===== src/rtl/key_search_pkg.sv =====
// Shared definitions for the key search controller: FSM state encoding and
// default key width / table depth.
package key_search_pkg;

    localparam int KS_N     = 32;
    localparam int KS_DEPTH = 16;

    typedef enum logic [1:0] {
        IDLE,
        READ,
        COMPARE,
        DONE
    } state_t;

endpackage


===== src/rtl/key_search_ctrl_comparator_eq.sv =====
// Structural N-bit equality comparator: per-bit XNOR followed by an AND reduction.
module comparator_eq #(
    parameter int N = 32
) (
    input  logic [N-1:0] a,
    input  logic [N-1:0] b,
    output logic         eq
);

    logic [N-1:0] same;

    assign same = ~(a ^ b);
    assign eq   = &same;

endmodule


===== src/rtl/key_search_ctrl.sv =====
// Linear key search over an external table with one-cycle read latency.
// Reports the first matching index, or a miss, with a one-cycle done pulse.
module key_search_ctrl
    import key_search_pkg::*;
#(
    parameter int N     = KS_N,
    parameter int DEPTH = KS_DEPTH,
    parameter int A     = $clog2(DEPTH)
) (
    input  logic         clk,
    input  logic         rst_n,
    input  logic         start,
    input  logic [N-1:0] key,
    input  logic [A:0]   count,
    output logic         mem_rd,
    output logic [A-1:0] mem_addr,
    input  logic [N-1:0] mem_rdata,
    output logic         busy,
    output logic         done,
    output logic         hit,
    output logic [A-1:0] hit_index
);

    // Index and count are one bit wider than the address so count == DEPTH
    // can be represented without wrapping.
    localparam logic [A:0] DEPTH_W = (A+1)'(DEPTH);

    state_t       state;
    logic [N-1:0] key_q;
    logic [A:0]   cnt_q;
    logic [A:0]   idx;
    logic [A:0]   idx_next;
    logic         match;

    assign idx_next = idx + 1'b1;

    comparator_eq #(.N(N)) u_eq (
        .a  (key_q),
        .b  (mem_rdata),
        .eq (match)
    );

    always_ff @(posedge clk or negedge rst_n) begin
        if (!rst_n) begin
            state     <= IDLE;
            key_q     <= '0;
            cnt_q     <= '0;
            idx       <= '0;
            mem_rd    <= 1'b0;
            mem_addr  <= '0;
            busy      <= 1'b0;
            done      <= 1'b0;
            hit       <= 1'b0;
            hit_index <= '0;
        end else begin
            mem_rd <= 1'b0;
            done   <= 1'b0;
            case (state)
                IDLE: begin
                    if (start) begin
                        key_q     <= key;
                        cnt_q     <= (count > DEPTH_W) ? DEPTH_W : count;
                        idx       <= '0;
                        hit       <= 1'b0;
                        hit_index <= '0;
                        if (count == '0) begin
                            state <= DONE;
                            done  <= 1'b1;
                        end else begin
                            state    <= READ;
                            mem_rd   <= 1'b1;
                            mem_addr <= '0;
                            busy     <= 1'b1;
                        end
                    end
                end
                READ: begin
                    state <= COMPARE;
                end
                COMPARE: begin
                    if (match) begin
                        state     <= DONE;
                        done      <= 1'b1;
                        busy      <= 1'b0;
                        hit       <= 1'b1;
                        hit_index <= idx[A-1:0];
                    end else if (idx_next == cnt_q) begin
                        state     <= DONE;
                        done      <= 1'b1;
                        busy      <= 1'b0;
                        hit       <= 1'b0;
                        hit_index <= '0;
                    end else begin
                        idx      <= idx_next;
                        state    <= READ;
                        mem_rd   <= 1'b1;
                        mem_addr <= idx_next[A-1:0];
                    end
                end
                DONE: begin
                    state <= IDLE;
                end
                default: begin
                    state <= IDLE;
                    busy  <= 1'b0;
                end
            endcase
        end
    end

endmodule

===== config.mk =====
export PLATFORM = sky130hd
export DESIGN_NAME = key_search_ctrl
export DESIGN_NICKNAME = d
export VERILOG_FILES = /design/src/rtl/key_search_pkg.sv /design/src/rtl/key_search_ctrl_comparator_eq.sv /design/src/rtl/key_search_ctrl.sv
export SDC_FILE = /design/constraint.sdc
export NUM_CORES = 1
export LEC_CHECK = 0
export BUFFER_PORTS_ARGS = -buffer_cell sky130_fd_sc_hd__buf_2
export CAP_MARGIN = 5
export CORE_MARGIN = 2
export CORE_UTILIZATION = 45
export CTS_CLUSTER_DIAMETER = 60
export DETAILED_ROUTE_END_ITERATION = 10
export HOLD_SLACK_MARGIN = 0.1
export PLACE_DENSITY = 0.79
export SLEW_MARGIN = 5
export SYNTH_ARGS = -nofsm -noshare
export SYNTH_HDL_FRONTEND = slang
export SYNTH_HIERARCHICAL = 1
export SYNTH_SLANG_ARGS = --single-unit

===== constraint.sdc =====
create_clock -name clk -period 2.02 [get_ports clk]
set_input_delay 0.101 -clock clk [delete_from_list [all_inputs] [get_ports clk]]
set_output_delay 0.101 -clock clk [all_outputs]
set_load 0.02 [all_outputs]

# Word level (Yosys, flattened, before mapping)
# Index checks and enable logic that the tools add are counted.
totals:
  reg_bits: 56
  input_bits: 72
  out_inout_bits: 12
  elab_cells: 69
op_classes:
  n_addsub: 1
  magnitude_cmp: 1
  eq_ne: 9
  n_mux: 37
  n_bitwise: 2
  n_reduce_logical: 9
op_table:
  columns: ["cell", "count"]
  rows:
  - ["$not A32 Y32", 1]
  - ["$reduce_and A32 Y1", 1]
  - ["$xor A32 B32 Y32", 1]
  - ["$mux W4", 7]
  - ["$mux W5", 4]
  - ["$pmux W4 S2", 2]
  - ["$mux W1", 14]
  - ["$pmux W5 S2", 1]
  - ["$mux W2", 4]
  - ["$ne A2 B2 Y1 const B", 4]
  - ["$pmux W1 S2", 4]
  - ["$pmux W2 S4", 1]
  - ["$reduce_and A4 Y1", 2]
  - ["$add A5 B1 Y5 const B", 1]
  - ["$eq A5 B5 Y1", 1]
  - ["$gt A5 B5 Y1 const B", 1]
  - ["$logic_not A5 Y1", 1]
  - ["$reduce_and A5 Y1", 1]
  - ["$eq A2 B2 Y1 const B", 2]
  - ["$ne A3 B3 Y1 const B", 1]
  - ["$reduce_and A3 Y1", 1]
  - ["$eq A2 B1 Y1 const B", 1]
  - ["$logic_not A2 Y1", 1]
  - ["$reduce_and A2 Y1", 1]
  - ["$reduce_bool A2 Y1", 1]

# Logic depth before layout (Yosys ltp)
depth:
  ltp_word: 5
  depth_mapped: 8
  depth_no_buf: 7

# Modules after synthesis
# The synthesis kept the hierarchy.
modules_own_cells:
  columns: ["module", "n_inst", "cells_each", "area_each_um2"]
  rows:
  - ["key_search_ctrl", 1, 250, 2378.5]
  - ["comparator_eq", 1, 43, 346.6]

# Worst setup path before layout
# No wires, ideal clock.
synth_path:
  path_kind: "register -> register"
  from: "register idx[0]"
  to: "register mem_addr[2]"
  arrival_time_ns: 1.767
  required_time_ns: 1.925
  slack_ns: 0.158
  path_stages_with_launch: 8
  cell_sequence: "dfrtp_1 -> ha_1 -> xnor2_1 -> xnor2_1 -> and4_4 -> or3_1 -> buf_6 -> o31ai_1"
synth_between:
  elab_chain_len: 4
synth_lines:
  columns: ["element", "line", "source"]
  rows:
  - ["start, declared", "key_search_ctrl.sv:31", "logic [A:0] idx;"]
  - ["start signal, assigned", "key_search_ctrl.sv:94", "idx <= idx_next;"]
  - ["$add A5 B1 Y5 (*)", "key_search_ctrl.sv:35", "assign idx_next = idx + 1'b1;"]
  - ["$eq A5 B5 Y1 / $mux W4 (equally long branches)", "key_search_ctrl.sv:87", "end else if (idx_next == cnt_q) begin"]
  - ["$ne A2 B2 Y1 (no source line) / $mux W4 (equally long branches)", null, null]
  - ["$reduce_and A5 Y1 (no source line) / $pmux W4 S2 (equally long branches)", null, null]
  - ["end signal, assigned", "key_search_ctrl.sv:97", "mem_addr <= idx_next[A-1:0];"]
  - ["end, declared", "key_search_ctrl.sv:16", "output logic [A-1:0] mem_addr,"]
# Mark *: on every way between the ends. The rest lies on a longest branch, timed or not. The select of a mux whose other input is x is not followed.
# A chain may end at the register's enable or synchronous reset.

# Worst setup path after layout
layout_path:
  from: "register idx[0]"
  to: "register hit_index[1]"
layout_between:
  elab_chain_len: 4
layout_lines:
  columns: ["element", "line", "source"]
  rows:
  - ["$add A5 B1 Y5", "key_search_ctrl.sv:35", null]
  - ["$eq A5 B5 Y1", "key_search_ctrl.sv:87", null]
  - ["$ne A3 B3 Y1 (no source line)", null, null]
  - ["$reduce_and A3 Y1 (no source line)", null, null]
  - ["end signal, assigned", "key_search_ctrl.sv:86", "hit_index <= idx[A-1:0];"]
  - ["end, declared", "key_search_ctrl.sv:21", "output logic [A-1:0] hit_index"]
# No other way between the ends.

==> flow_metrics.tcl <==
set metrics [dict create \
    status "completed" \
    diodes 0 \
    grt_max_degree 34 \
    finalPower_mw 4.36 \
    via_per_inst 4.95 \
    postSynthAreaPerCell_um2 9.30 \
    cts-root-buf "clkbuf_8" \
    yosys.area.top_type "dfrtp_1" \
    drv_slew 0 \
    grt_pass1_vias 2596 \
    gp_congestion 0.833 \
    core_mm2 0.00589 \
    htree_num_levels 2 \
    rr_startpoint "idx[0]" \
    fillers 488 \
    synth-seq-area-share 0.514 \
    fp.dieW_um 81.8 \
    start_util 0.463 \
    drtIter0Drc 141 \
    post-route-period-util 0.935 \
    hold_viol 0 \
    port_buffers 83 \
    globalRoute.totalOverflow 0 \
    cts_sinks 56 \
    synth_area_mm2 0.00273 \
    maxCapViolCount 0 \
    setup_viol 0 \
    holdWs_ps 134 \
    rr_worst_depth 7 \
    finalSetupTns_ps 0 \
    vias 2459 \
    cp_data_required_time_ps 2270 \
    seqCellArea_mm2 0.00140 \
    die_area_mm2 0.00669 \
    ys_warn_count 6 \
    synth_area_leaders "dfrtp_1, nand2_1, xor2_1, nor4_1, xnor2_1" \
    leakage_nw 1.99 \
    totalWireLength_um 6870 \
    syn_inst 293 \
    hold_path_class "input port to flop" \
    startpoint_type "flop" \
    ys_seq_elements 56 \
    slew_headroom 0.620 \
    worst-path-max-fanout 7 \
    grt_usage 0.231 \
    chipHeight_um 81.8 \
    final_cell_mix "nand2_1, buf_2, dfrtp_1" \
    holdPathStages 3 \
    area_delta_synth_final_pct 38.6 \
    layout.nets 494 \
    hpwlAfterDp_um 4690 \
    clockBufferDepth 2 \
    arrival_ps 2140 \
    cts_buffers 5 \
    fmax_ghz 0.529 \
    ir_drop_mv 0.645 \
    critPathKind "flop to flop" \
    wl_met3_um 381 \
    final_common_cell "nand2_1" \
    min_from "start" \
    multiInputGateArea_mm2 0.00123 \
    drc 0 \
    grt_pass1_wl_um 11700 \
    crit_start "idx[0]" \
    path_clk_slew_ps 100 \
    ios 84 \
    insertion_delay_ps 310 \
    rows 28 \
    firstDrtPassIters 4 \
    tightest_slew_ps 569 \
    ys.flop_type "dfrtp_1" \
    top_layer "met4" \
    antenna_found_initial 0 \
    async_flop_share 1.00 \
    synth_edf_count 0 \
    yosysTopAreaCellShare 0.514 \
    fin_crit_ps 1890 \
    ant_nets 0 \
    m1WireLength_um 2880 \
    wl_met2_um 3540 \
    rsz0062_at_grt "false" \
    drive_above_1_share 0.254 \
    power_density_mw_per_mm2 1150 \
    finClkSkew_ps 6.98 \
    postCtsSetupBuffers 0 \
    syn-num-nets 366 \
    wl_per_cell_um 13.8 \
    ys_types 35 \
    crit_path_end_kind "flop" \
    cts_tree "yes" \
]
path summary, 6_finish.rpt:
| check | endpoint | slack (ps) |
|---|---|---|
| max reg2reg | hit_index[1] | 130 |
| min reg2reg | hit | 480 |
| min | state[1] | 130 |
| max in group asynchronous | key_q[17] | 1140 |
| max | hit_index[1] | 130 |
| min in group asynchronous | idx[1] | 310 |
metrics by stage:
stage,std cells,util,setup slack (ps),area (um^2)
2_1_floorplan,293,-,158,2730
3_3_place_gp,449,0.556,55.5,3270
3_5_place_dp,449,0.556,33.2,3270
4_1_cts,497,0.640,3.07,3770
5_1_grt,497,0.642,4.39,3780
6_report,497,0.642,131,3780
state kept, by name (all words and copies together), names as in the netlist, 2 cells and up:
signal     flops
hit_index      4
cnt_q          5
state          2
key_q         32
idx            5
mem_addr       4
metal layers:
metal	GRT usage	up-vias
li1	-	1210
met5	0	-
met2	0.413	69
met4	0.0583	0
met1	0.276	1173
met3	0.0593	7
layout make-up:
cell class	instances	area share
Multi-Input combinational cell	218	0.327
Timing Repair Buffer	135	0.248
Inverter	5	0.00497
Clock inverter	1	0.00199
Sequential cell	56	0.371
Tap cell	75	0.0249
Clock buffer	7	0.0229
Yosys cell counts (all sizes together), types with 3 or more instances:
| master | n |
|---|---|
| a22o | 4 |
| buf | 6 |
| clkbuf | 8 |
| dfrtp | 56 |
| inv | 5 |
| mux2i | 3 |
| nand2 | 117 |
| nand2b | 3 |
| nand3 | 5 |
| nand3b | 4 |
| nor2 | 5 |
| nor4 | 10 |
| o21ai | 5 |
| o311ai | 4 |
| xnor2 | 5 |
| xor2 | 34 |
worst max-delay path, cell delays in order, from the launching register on:
cell	delay, ps
dfrtp_1	390
ha_1	240
xnor2_1	250
xnor2_1	100
and4_4	200
buf_4	160
o31ai_2	320
a22o_1	190
timing repair:
item,in CTS,in global routing
hold endpoints to repair,60,0
hold buffers,40,0
endpoints found under the setup margin,0,9
resized for setup,0,2
power by group:
| part | internal, mW | switching (mW) | total (mW) | leakage, nW |
|---|---|---|---|---|
| Sequential | 1.56 | 0.292 | 1.85 | 0.711 |
| Clock | 0.279 | 0.352 | 0.632 | 0.0445 |
| Combinational | 0.806 | 1.07 | 1.88 | 1.24 |
| Total | 2.64 | 1.72 | 4.36 | 1.99 |
cell families (layout without fill, tap and decap cells):
kind of cell               Yosys count  in the layout  share of synthesized area
AOI/OAI and AO/OA                   21             21                     0.0574
buffers and inverters               19            148                     0.0358
xor gates and xnor gates            40             40                      0.134
adders and majority gates            1              1                    0.00459
DFF                                 56             56                      0.514
and+or+nand+nor                    153            153                      0.243
muxes                                3              3                     0.0110
(Power assumes the default switching activity.)
